File: config.mk
export PLATFORM = sky130hd
export DESIGN_NAME = ball_motion
export DESIGN_NICKNAME = d
export VERILOG_FILES = /design/src/rtl/ball_motion_pkg.sv /design/src/rtl/ball_motion_axis_bounce.sv /design/src/rtl/ball_motion.sv
export SDC_FILE = /design/constraint.sdc
export NUM_CORES = 1
export LEC_CHECK = 0
export ABC_AREA = 1
export ABC_CLOCK_PERIOD_IN_PS = 4300
export CAP_MARGIN = 40
export CORE_ASPECT_RATIO = 0.75
export CORE_MARGIN = 2
export CORE_UTILIZATION = 54
export CTS_CLUSTER_SIZE = 30
export DETAILED_ROUTE_END_ITERATION = 8
export PLACE_DENSITY = 0.78
export SLEW_MARGIN = 20
export SYNTH_ARGS = -nofsm -noshare
export SYNTH_HDL_FRONTEND = slang
export SYNTH_HIERARCHICAL = 1
export SYNTH_SLANG_ARGS = --single-unit
File: constraint.sdc
create_clock -name clk -period 4.3 [get_ports clk]
set_input_delay 0.43 -clock clk [delete_from_list [all_inputs] [get_ports clk]]
set_output_delay 0.43 -clock clk [all_outputs]
set_load 0.02 [all_outputs]
File: src/rtl/ball_motion_pkg.sv
// ball_motion_pkg: shared FSM encoding, direction constants and the log2 helper
// used by ball_motion and its axis_bounce sub-module.
package ball_motion_pkg;

    typedef enum logic [1:0] {
        IDLE   = 2'd0,
        CALC_X = 2'd1,
        CALC_Y = 2'd2,
        COMMIT = 2'd3
    } state_t;

    localparam logic DIR_POS = 1'b0;
    localparam logic DIR_NEG = 1'b1;

    // ceil(log2(v)): bits needed to hold 0..v-1
    function automatic int log2(input int v);
        int n;
        n = 0;
        while ((1 << n) < v) n++;
        return n;
    endfunction

endpackage

File: src/rtl/ball_motion_axis_bounce.sv
// ball_motion_axis_bounce: combinational step-and-reflect for one axis; moves pos
// by step in direction dir and clamps to [lo, hi], flipping dir on a clamp.
module ball_motion_axis_bounce
    import ball_motion_pkg::*;
#(
    parameter int aw = 12
) (
    input  logic signed [aw-1:0] pos,
    input  logic                 dir,
    input  logic signed [aw-1:0] step,
    input  logic signed [aw-1:0] lo,
    input  logic signed [aw-1:0] hi,
    output logic signed [aw-1:0] next_pos,
    output logic                 next_dir,
    output logic                 flipped
);

    logic signed [aw-1:0] sum;
    logic over, under;

    always_comb begin
        sum      = dir == DIR_NEG ? pos - step : pos + step;
        over     = sum > hi;
        under    = sum < lo;
        next_pos = over ? hi : under ? lo : sum;
        flipped  = over || under;
        next_dir = dir ^ flipped;
    end

endmodule

File: src/rtl/ball_motion.sv
// ball_motion: per-frame ball centre generator with edge reflection; publishes
// h_pos/v_pos only on pos_valid. Define BALL_BOUNCE_CNT_EN to add bounce_cnt.
module ball_motion
    import ball_motion_pkg::*;
#(
    parameter int width       = 1024,
    parameter int height      = 768,
    parameter int ball_radius = 16,
    parameter int step_x      = 2,
    parameter int step_y      = 2
) (
    input  logic                      clk,
    input  logic                      reset,
    input  logic                      frame_start,
    input  logic                      move,
    output logic [log2(width)-1:0]    h_pos,
    output logic [log2(height)-1:0]   v_pos,
    output logic                      dir_x,
    output logic                      dir_y,
    output logic                      pos_valid,
    output logic                      bounce,
    output logic                      busy
`ifdef BALL_BOUNCE_CNT_EN
    ,
    output logic [15:0]               bounce_cnt
`endif
);

    localparam int xw = log2(width);
    localparam int yw = log2(height);
    localparam int pw = xw > yw ? xw : yw;
    localparam int aw = pw + 2;

    state_t state, next;
    logic [xw-1:0] shadow_x;
    logic [yw-1:0] shadow_y;
    logic ndx, flip_any;
    logic sel_y;
    logic signed [aw-1:0] a_pos, a_step, a_hi, a_next;
    logic a_dir, a_ndir, a_flip;
    logic unused_hi;

    always_ff @(posedge clk or negedge reset)
        if (!reset) state <= IDLE;
        else state <= next;

    always_comb begin
        next = state == IDLE   ? (frame_start && move ? CALC_X : IDLE) :
               state == CALC_X ? CALC_Y :
               state == CALC_Y ? COMMIT : IDLE;
        busy      = state == CALC_X || state == CALC_Y;
        pos_valid = state == COMMIT;
        bounce    = state == COMMIT && flip_any;
    end

    // one reflect unit, time-shared between the two axes
    always_comb begin
        sel_y  = state == CALC_Y;
        a_pos  = sel_y ? aw'(shadow_y) : aw'(shadow_x);
        a_step = sel_y ? aw'(step_y) : aw'(step_x);
        a_hi   = sel_y ? aw'(height - 1 - ball_radius) : aw'(width - 1 - ball_radius);
        a_dir  = sel_y ? dir_y : dir_x;
    end

    ball_motion_axis_bounce #(.aw(aw)) u_axis (
        .pos      (a_pos),
        .dir      (a_dir),
        .step     (a_step),
        .lo       (aw'(ball_radius)),
        .hi       (a_hi),
        .next_pos (a_next),
        .next_dir (a_ndir),
        .flipped  (a_flip)
    );

    assign unused_hi = ^a_next[aw-1:pw];

    // published registers load on the CALC_Y edge so they are already new while pos_valid is high
    always_ff @(posedge clk or negedge reset)
        if (!reset) begin
            shadow_x <= xw'(width / 2);
            shadow_y <= yw'(height / 2);
            h_pos    <= xw'(width / 2);
            v_pos    <= yw'(height / 2);
            dir_x    <= DIR_POS;
            dir_y    <= DIR_POS;
            ndx      <= DIR_POS;
            flip_any <= 1'b0;
        end else if (state == CALC_X) begin
            shadow_x <= a_next[xw-1:0];
            ndx      <= a_ndir;
            flip_any <= a_flip;
        end else if (state == CALC_Y) begin
            shadow_y <= a_next[yw-1:0];
            h_pos    <= shadow_x;
            v_pos    <= a_next[yw-1:0];
            dir_x    <= ndx;
            dir_y    <= a_ndir;
            flip_any <= flip_any || a_flip;
        end

`ifdef BALL_BOUNCE_CNT_EN
    always_ff @(posedge clk or negedge reset)
        if (!reset) bounce_cnt <= '0;
        else if (bounce && bounce_cnt != 16'hFFFF) bounce_cnt <= bounce_cnt + 16'd1;
`endif

endmodule

Word-level counts from Yosys, hierarchy flattened
Index checks and enable logic that the tools add are counted.
{ "totals": {"out_inout_bits": 25, "inputBits": 4, "wordCells": 37, "regBits": 36} }
{ "classes": {"reduce_logical": 8, "n_addsub": 2, "n_bitwise": 2, "mux": 12, "magnitude_cmp": 2, "n_eq_ne": 3} }
{ "ops": {"columns": ["cell", "count"], "rows": [
  ["$mux W10", 3],
  ["$gt A12 B11 Y1", 1],
  ["$lt A12 B6 Y1 const B", 1],
  ["$mux W12", 1],
  ["$add A10 B2 Y11 const B", 1],
  ["$sub A10 B2 Y11 const B", 1],
  ["$mux W9", 1],
  ["$mux W2", 3],
  ["$eq A2 B2 Y1 const B", 2],
  ["$mux W1", 4],
  ["$logic_or A1 B1 Y1", 3],
  ["$eq A2 B1 Y1 const B", 1],
  ["$logic_and A1 B1 Y1", 2],
  ["$logic_not A2 Y1", 1],
  ["$reduce_and A2 Y1", 1],
  ["$reduce_bool A2 Y1", 1],
  ["$not A1 Y1", 1],
  ["$xor A1 B1 Y1", 1]
]} }

Logic depth before layout (Yosys ltp)
Gate-level depths: netlist (run 1).
{ "logic_depth": {"depth_word": 9, "ltp_mapped": 37, "depth_no_buf": 34} }

Modules after synthesis
Netlist (run 1), hierarchy kept.
{ "by_module_without_submodules": {"columns": ["module", "seq_area_each_um2", "instances", "cells_each", "area_per_inst_um2"], "rows": [
  ["ball_motion_axis_bounce", 0.0, 1, 366, 1920.6],
  ["ball_motion", 905.9, 1, 187, 1670.4]
]} }

Least setup slack after synthesis (run 1)
Ideal clock, no wire load.
{ "synth_timing": {"path_kind": "register to register", "start": "register state[0]", "end": "register shadow_y[5]", "arrival_ns": 3.977, "n_path_buf": 4, "path_stages_with_launch": 35, "t_required_ns": 4.167, "path_slack_ns": 0.190, "cell_sequence": "dfrtp_1 -> inv_1 -> ha_1 -> buf_6 -> buf_12 -> nand2_1 -> o21ai_0 -> buf_2 -> inv_1 -> o21ai_0 -> o21ai_0 -> xor2_1 -> inv_1 -> ha_1 -> nand2_1 -> inv_1 -> a21oi_1 -> nand2_1 -> nor2_1 -> nand3_1 -> nand2_1 -> inv_1 -> ha_1 -> nand2_1 -> nor2_1 -> nand2_1 -> nor2_1 -> nand2_1 -> nand3_1 -> buf_2 -> nand3_1 -> nand3_1 -> nand2_1 -> nand2_1 -> o21ai_0"} }
{ "synth_lines": {"columns": ["item", "line_no", "rtl"], "rows": [
  ["from (decl)", "ball_motion.sv:34", "state_t state, next;"],
  ["from (signal assigned)", "ball_motion.sv:45", "else state <= next;"],
  ["$eq A2 B2 Y1 *", "ball_motion.sv:58", "sel_y = state == CALC_Y;"],
  ["$mux W1 *", "ball_motion.sv:62", "a_dir = sel_y ? dir_y : dir_x;"],
  ["named net a_dir", "ball_motion.sv:40", "logic a_dir, a_ndir, a_flip;"],
  ["$mux W12 *", "ball_motion_axis_bounce.sv:22", "sum = dir == DIR_NEG ? pos - step : pos + step;"],
  ["$lt A12 B6 Y1", "ball_motion_axis_bounce.sv:24", "under = sum < lo;"],
  ["$mux W10", "ball_motion_axis_bounce.sv:25", "next_pos = over ? hi : under ? lo : sum;"],
  ["$mux W10 *", "ball_motion_axis_bounce.sv:25", null],
  ["named net a_next[5]", "ball_motion.sv:39", "logic signed [aw-1:0] a_pos, a_step, a_hi, a_next;"],
  ["to (signal assigned)", "ball_motion.sv:82", "shadow_y <= yw'(height / 2);"],
  ["to (signal assigned)", "ball_motion.sv:94", "shadow_y <= a_next[yw-1:0];"],
  ["to (decl)", "ball_motion.sv:36", "logic [yw-1:0] shadow_y;"]
]} }
The timed path passes the listed nets; every way through them passes the cells marked *.
A chain may end at the register's enable or synchronous reset.

Worst setup path in the final report (run 1)
{ "layout_timing": {"start": "register state[1]", "end": "register ndx"} }
{ "layout_lines": {"columns": ["item", "line_no", "rtl"], "rows": [
  ["$eq A2 B2 Y1 *", "ball_motion.sv:58", null],
  ["$mux W1 *", "ball_motion.sv:62", null],
  ["named net a_dir", "ball_motion.sv:40", null],
  ["$mux W12 *", "ball_motion_axis_bounce.sv:22", null],
  ["$gt A12 B11 Y1 or $lt A12 B6 Y1 (tied branches)", "ball_motion_axis_bounce.sv:23, ball_motion_axis_bounce.sv:24", null],
  ["$logic_or A1 B1 Y1 *", "ball_motion_axis_bounce.sv:26", "flipped = over || under;"],
  ["named net a_flip", "ball_motion.sv:40", null],
  ["$xor A1 B1 Y1 *", "ball_motion_axis_bounce.sv:27", "next_dir = dir ^ flipped;"],
  ["named net a_ndir", "ball_motion.sv:40", null],
  ["to (signal assigned)", "ball_motion.sv:91", "ndx <= a_ndir;"],
  ["to (decl)", "ball_motion.sv:37", "logic ndx, flip_any;"]
]} }
Marks and branches as above.

==> results.yml, run 1 <==
worst_setup_path:
  reg2regPathDepth: 27
  required_ps: 4430
  regToRegEndpoint: "ndx"
  crit_path_end_kind: "register"
  reg2reg_setup_slack_ps: 190
  reg2reg_from: "state[1]"
  cp.arrival_ps: 4250
  cp-start-kind: "register"
  path_max_fanout: 7
  crit_type: "reg2reg"
floorplanning:
  fp-row-count: 25
  dieArea_um2: 7250
  core_um2: 6320
  die_w_um: 97.6
  ios: 29
  initial_core_util_pct: 56.2
  die_h_um: 74.2
timing:
  worstMarginPinSlew_ps: 822
  worst_slack_ps: 186
  finalSetupViolations: 0
  hold_slack_ps: 474
  drv_slew: 0
  fin_tns_setup_ps: 0
  post-route-period-util_pct: 95.7
  period_minus_slack_ps: 4110
  final_hold_viol_count: 0
  slew_headroom_pct: 45.2
  fmax_mhz: 243
  worst_clock_skew_ps: 5.12
synth:
  netlist_area_um2: 3550
  yosysWarnings: 6
  avgSynthCellArea_um2: 6.54
  netlist_instances: 543
finish:
  final_net_count: 701
  utilization_pct: 72.0
  mostFrequentLayoutCell: "nand2_1"
  fill_cells: 552
  antenna_cells: 0
  layout_common_cells: "nand2_1, inv_1, conb_1"
  area_growth_pct: 28.1
  drive_gt1_share_pct: 13.1
global_routing:
  grt_pass1_vias: 3085
  grt_max_degree: 57
  grt_first_pass_wirelength_mm: 14.0
  track_usage_pct: 24.1
  overflow: 0
  antenna_found_initial: 0
placement:
  numPortBuffers: 28
  dp_hpwl_mm: 6.94
  dp_slack_ps: 51.5
  finalWeightedCongestion: 0.944
detailed_routing:
  drc: 0
  avgViaCountPerCell: 4.64
  drtAntennaViolNets: 0
  drt_iter0_drc: 169
  drt-wirelength-per-cell_um: 12.1
  drt_wl_total_mm: 8.91
  via_count: 3417
  firstDrtPassIters: 5
clock_tree:
  clkTransAtPathRegs_ps: 70
  clock_path_buffers: 2
  clock_latency_ps: 280
  clock_sinks: 36
  numCtsBuffers: 5
  clockRootBuffer: "clkbuf_8"
  cts_tree: "built"
  htree_levels: 2
run_status:
  status: "completed"
min_path:
  hold_class: "in2async"
flow_run:
  maxCapViolCount: 0
[routing by layer]
layer / GRT usage (%) / share of wire, % / vias up
li1: - / - / 1821
met1: 35.2 / 50 / 1518
met2: 39.2 / 45 / 68
met3: 3.57 / 4.2 / 10
met4: 3.40 / 1.1 / 0
met5: 0 / 0 / -
[area by class of cell]
type                            count  area (um^2)  share of cell area, %
Clock inverter                      1         5.00                  0.110
Multi-Input combinational cell    440         2510                   55.1
Clock buffer                        7         76.3                   1.68
Timing Repair Buffer               52          498                   10.9
Tap cell                           81          101                   2.23
Sequential cell                    36          906                   19.9
Inverter                          120          455                   10.0
[worst max-delay path by stage]
stage | from | to | slack [ps] | cells past startpoint
2_1_floorplan | state[0] | shadow_y[5] | 210 | 34
3_3_place_gp | state[0] | shadow_x[8] | 150 | 27
3_5_place_dp | state[0] | shadow_x[8] | 50 | 27
5_1_grt | state[1] | shadow_x[5] | -50 | 30
4_1_cts | state[0] | shadow_y[6] | 20 | 27
6_report | state[1] | ndx | 190 | 27
[critical path, cell delays in order (launching register included)]
cell	delay (ps)
dfrtp_1	410
ha_4	200
o21ai_2	240
buf_6	160
nor2_1	40
a22oi_1	250
ha_1	320
nand2_1	110
nor2_1	50
nor2_1	230
o21ai_1	110
xor2_1	270
inv_1	130
ha_1	310
nand2_1	70
nand2_1	40
nand3_1	60
nand2_1	60
nand2_1	80
nand3_1	70
nand2_1	70
nand2_2	80
nand2_4	150
nand2_1	120
nand2_1	80
nand2_1	80
nand2_1	70
o21ai_1	80
[state kept, by name, summed over array words and instances (netlist names)]
register	count
h_pos	10
dir_y	1
dir_x	1
shadow_x	10
flip_any	1
state	2
shadow_y	10
ndx	1
[stage by stage]
step                instance area (um^2)  cells
floorplan                           3800    610
global placement                    4160    718
detailed placement                  4160    718
CTS                                 4240    726
global route                        4550    737
finish                              4550    737
[timing repair]
action,CTS,global route
setup endpoints to repair,0,23
gates resized for setup,0,63
hold buffers,0,1
buffers inserted,0,7
endpoints found under the hold margin,0,2
Power of run 1 is not shown: default switching activity piles up to over one toggle a cycle in this logic, so the estimate is an artifact.
==> run 2: changes to the inputs <==
Settings changed: ABC_CLOCK_PERIOD_IN_PS 4300 to unset, CORE_UTILIZATION 54 to 33, PLACE_DENSITY 0.78 to unset.
==> run 2 against run 1 <==
First-iteration DRC count rose by 11%. Flip-flop and latch count did not move. Non-clock buffer count rose by 13. Global-route usage fell by 8.0 points. Critical path depth rose by 1. Hold slack got worse by 4.8 ps.
==> results.yml, run 2 (synthesized netlist as in run 1, its figures left out) <==
run_status:
  status: "completed"
clock_tree:
  clock_latency_ps: 280
  cts_tree: "built"
  clock_sinks: 36
  clockRootBuffer: "clkbuf_16"
  clock_path_buffers: 2
  numCtsBuffers: 5
  htree_levels: 2
  clkTransAtPathRegs_ps: 60
timing:
  slew_headroom_pct: 49.3
  worst_slack_ps: 243
  worstMarginPinSlew_ps: 761
  worst_clock_skew_ps: 6.13
  period_minus_slack_ps: 4060
  post-route-period-util_pct: 94.4
  fin_tns_setup_ps: 0
  drv_slew: 0
  finalSetupViolations: 0
  fmax_mhz: 246
  final_hold_viol_count: 0
min_path:
  hold_class: "reg2reg"
  hold_start: "h_pos[9]"
  min_to: "h_pos[9]"
  hold_depth: 2
detailed_routing:
  drc: 0
  firstDrtPassIters: 4
  drtAntennaViolNets: 0
  avgViaCountPerCell: 4.25
  via_count: 3416
  drt_iter0_drc: 188
  drt_wl_total_mm: 9.15
  drt-wirelength-per-cell_um: 11.4
global_routing:
  overflow: 0
  grt_max_degree: 65
  grt_first_pass_wirelength_mm: 14.4
  grt_pass1_vias: 3082
  antenna_found_initial: 0
  track_usage_pct: 16.1
worst_setup_path:
  path_common_cell: "nand2_1"
  reg2reg_setup_slack_ps: 240
  required_ps: 4430
  crit_slowest_cell: "o21ai_0"
  reg2reg_from: "state[0]"
  path_delay_family: "simple AND/OR/NAND/NOR gates"
  path_max_fanout: 64
  crit_path_end_kind: "register"
  critPathBufInv: 6
  crit_type: "reg2reg"
  cp.arrival_ps: 4190
  cpPeakStageDelay_ps: 410
  reg2regPathDepth: 28
  regToRegEndpoint: "shadow_x[2]"
  cp.depth: 28
  cp-start-kind: "register"
floorplanning:
  die_w_um: 124
  core_um2: 10400
  initial_core_util_pct: 34.2
  die_h_um: 93.8
  fp-row-count: 32
  ios: 29
  dieArea_um2: 11600
finish:
  final_net_count: 713
  drive_gt1_share_pct: 14.7
  top_regs: "h_pos x10, shadow_x x10, shadow_y x10"
  layout_common_cells: "nand2_1, inv_1, conb_1"
  fill_cells: 1073
  stdcell_count: 803
  mostFrequentLayoutCell: "nand2_1"
  antenna_cells: 0
  area_growth_pct: 33.5
placement:
  finalWeightedCongestion: 0.853
  dp_cells: 783
  dp_slack_ps: -168
  dp_hpwl_mm: 7.32
  numPortBuffers: 28
flow_run:
  maxCapViolCount: 0
-- run 2: cell type report --
| cell class | count | area (um^2) | share of cell area, % |
|---|---|---|---|
| multi-input cells | 439 | 2490 | 52.5 |
| flip-flops and latches | 36 | 906 | 19.1 |
| repair buffers | 65 | 592 | 12.5 |
| inverters | 120 | 450 | 9.50 |
| well taps | 136 | 170 | 3.59 |
| clock buffers | 7 | 133 | 2.80 |
-- run 2: stage by stage --
stage	cell area (um^2)	util (%)	hold slack (ps)
global route	4740	45.7	503
detailed placement	4300	41.5	466
CTS	4480	43.2	269
finish	4740	45.7	469
floorplan	3800	-	134
global placement	4300	41.5	461
-- run 2: tightest hold or removal path, delay by kind of cell (launching register included) --
kind | cells | cell delay, ps
flops | 1 | 360
buf+inv | 1 | 50
compound gates | 1 | 50
-- run 2: timing repair --
item / in CTS / in global routing
resized for setup: 8 / 47
buffers inserted: 2 / 9
pin swaps: 3 / 15
hold endpoints to repair: 0 / 6
hold buffers: 0 / 1
setup endpoints to repair: 17 / 23
-- run 2: worst max-delay path by stage --
stage              from          end  slack [ps]
5_1_grt        state[0]  shadow_x[7]         -30
6_report       state[0]  shadow_x[2]         240
3_5_place_dp   state[0]  shadow_x[7]        -170
4_1_cts        state[0]  shadow_x[7]          30
3_3_place_gp   state[0]  shadow_x[7]         -80
2_1_floorplan  state[0]  shadow_y[5]         210
-- run 2: per-layer routing --
metal	wire length, um	vias to the layer above	part of all wire [%]	GRT usage [%]
met1	4890	1494	53	24.9
met5	0	-	0	0
li1	-	1850	-	-
met2	3770	66	41	23.3
met4	53	0	0.58	1.99
met3	436	6	4.8	3.40
Power of run 2 is left out for the same reason.
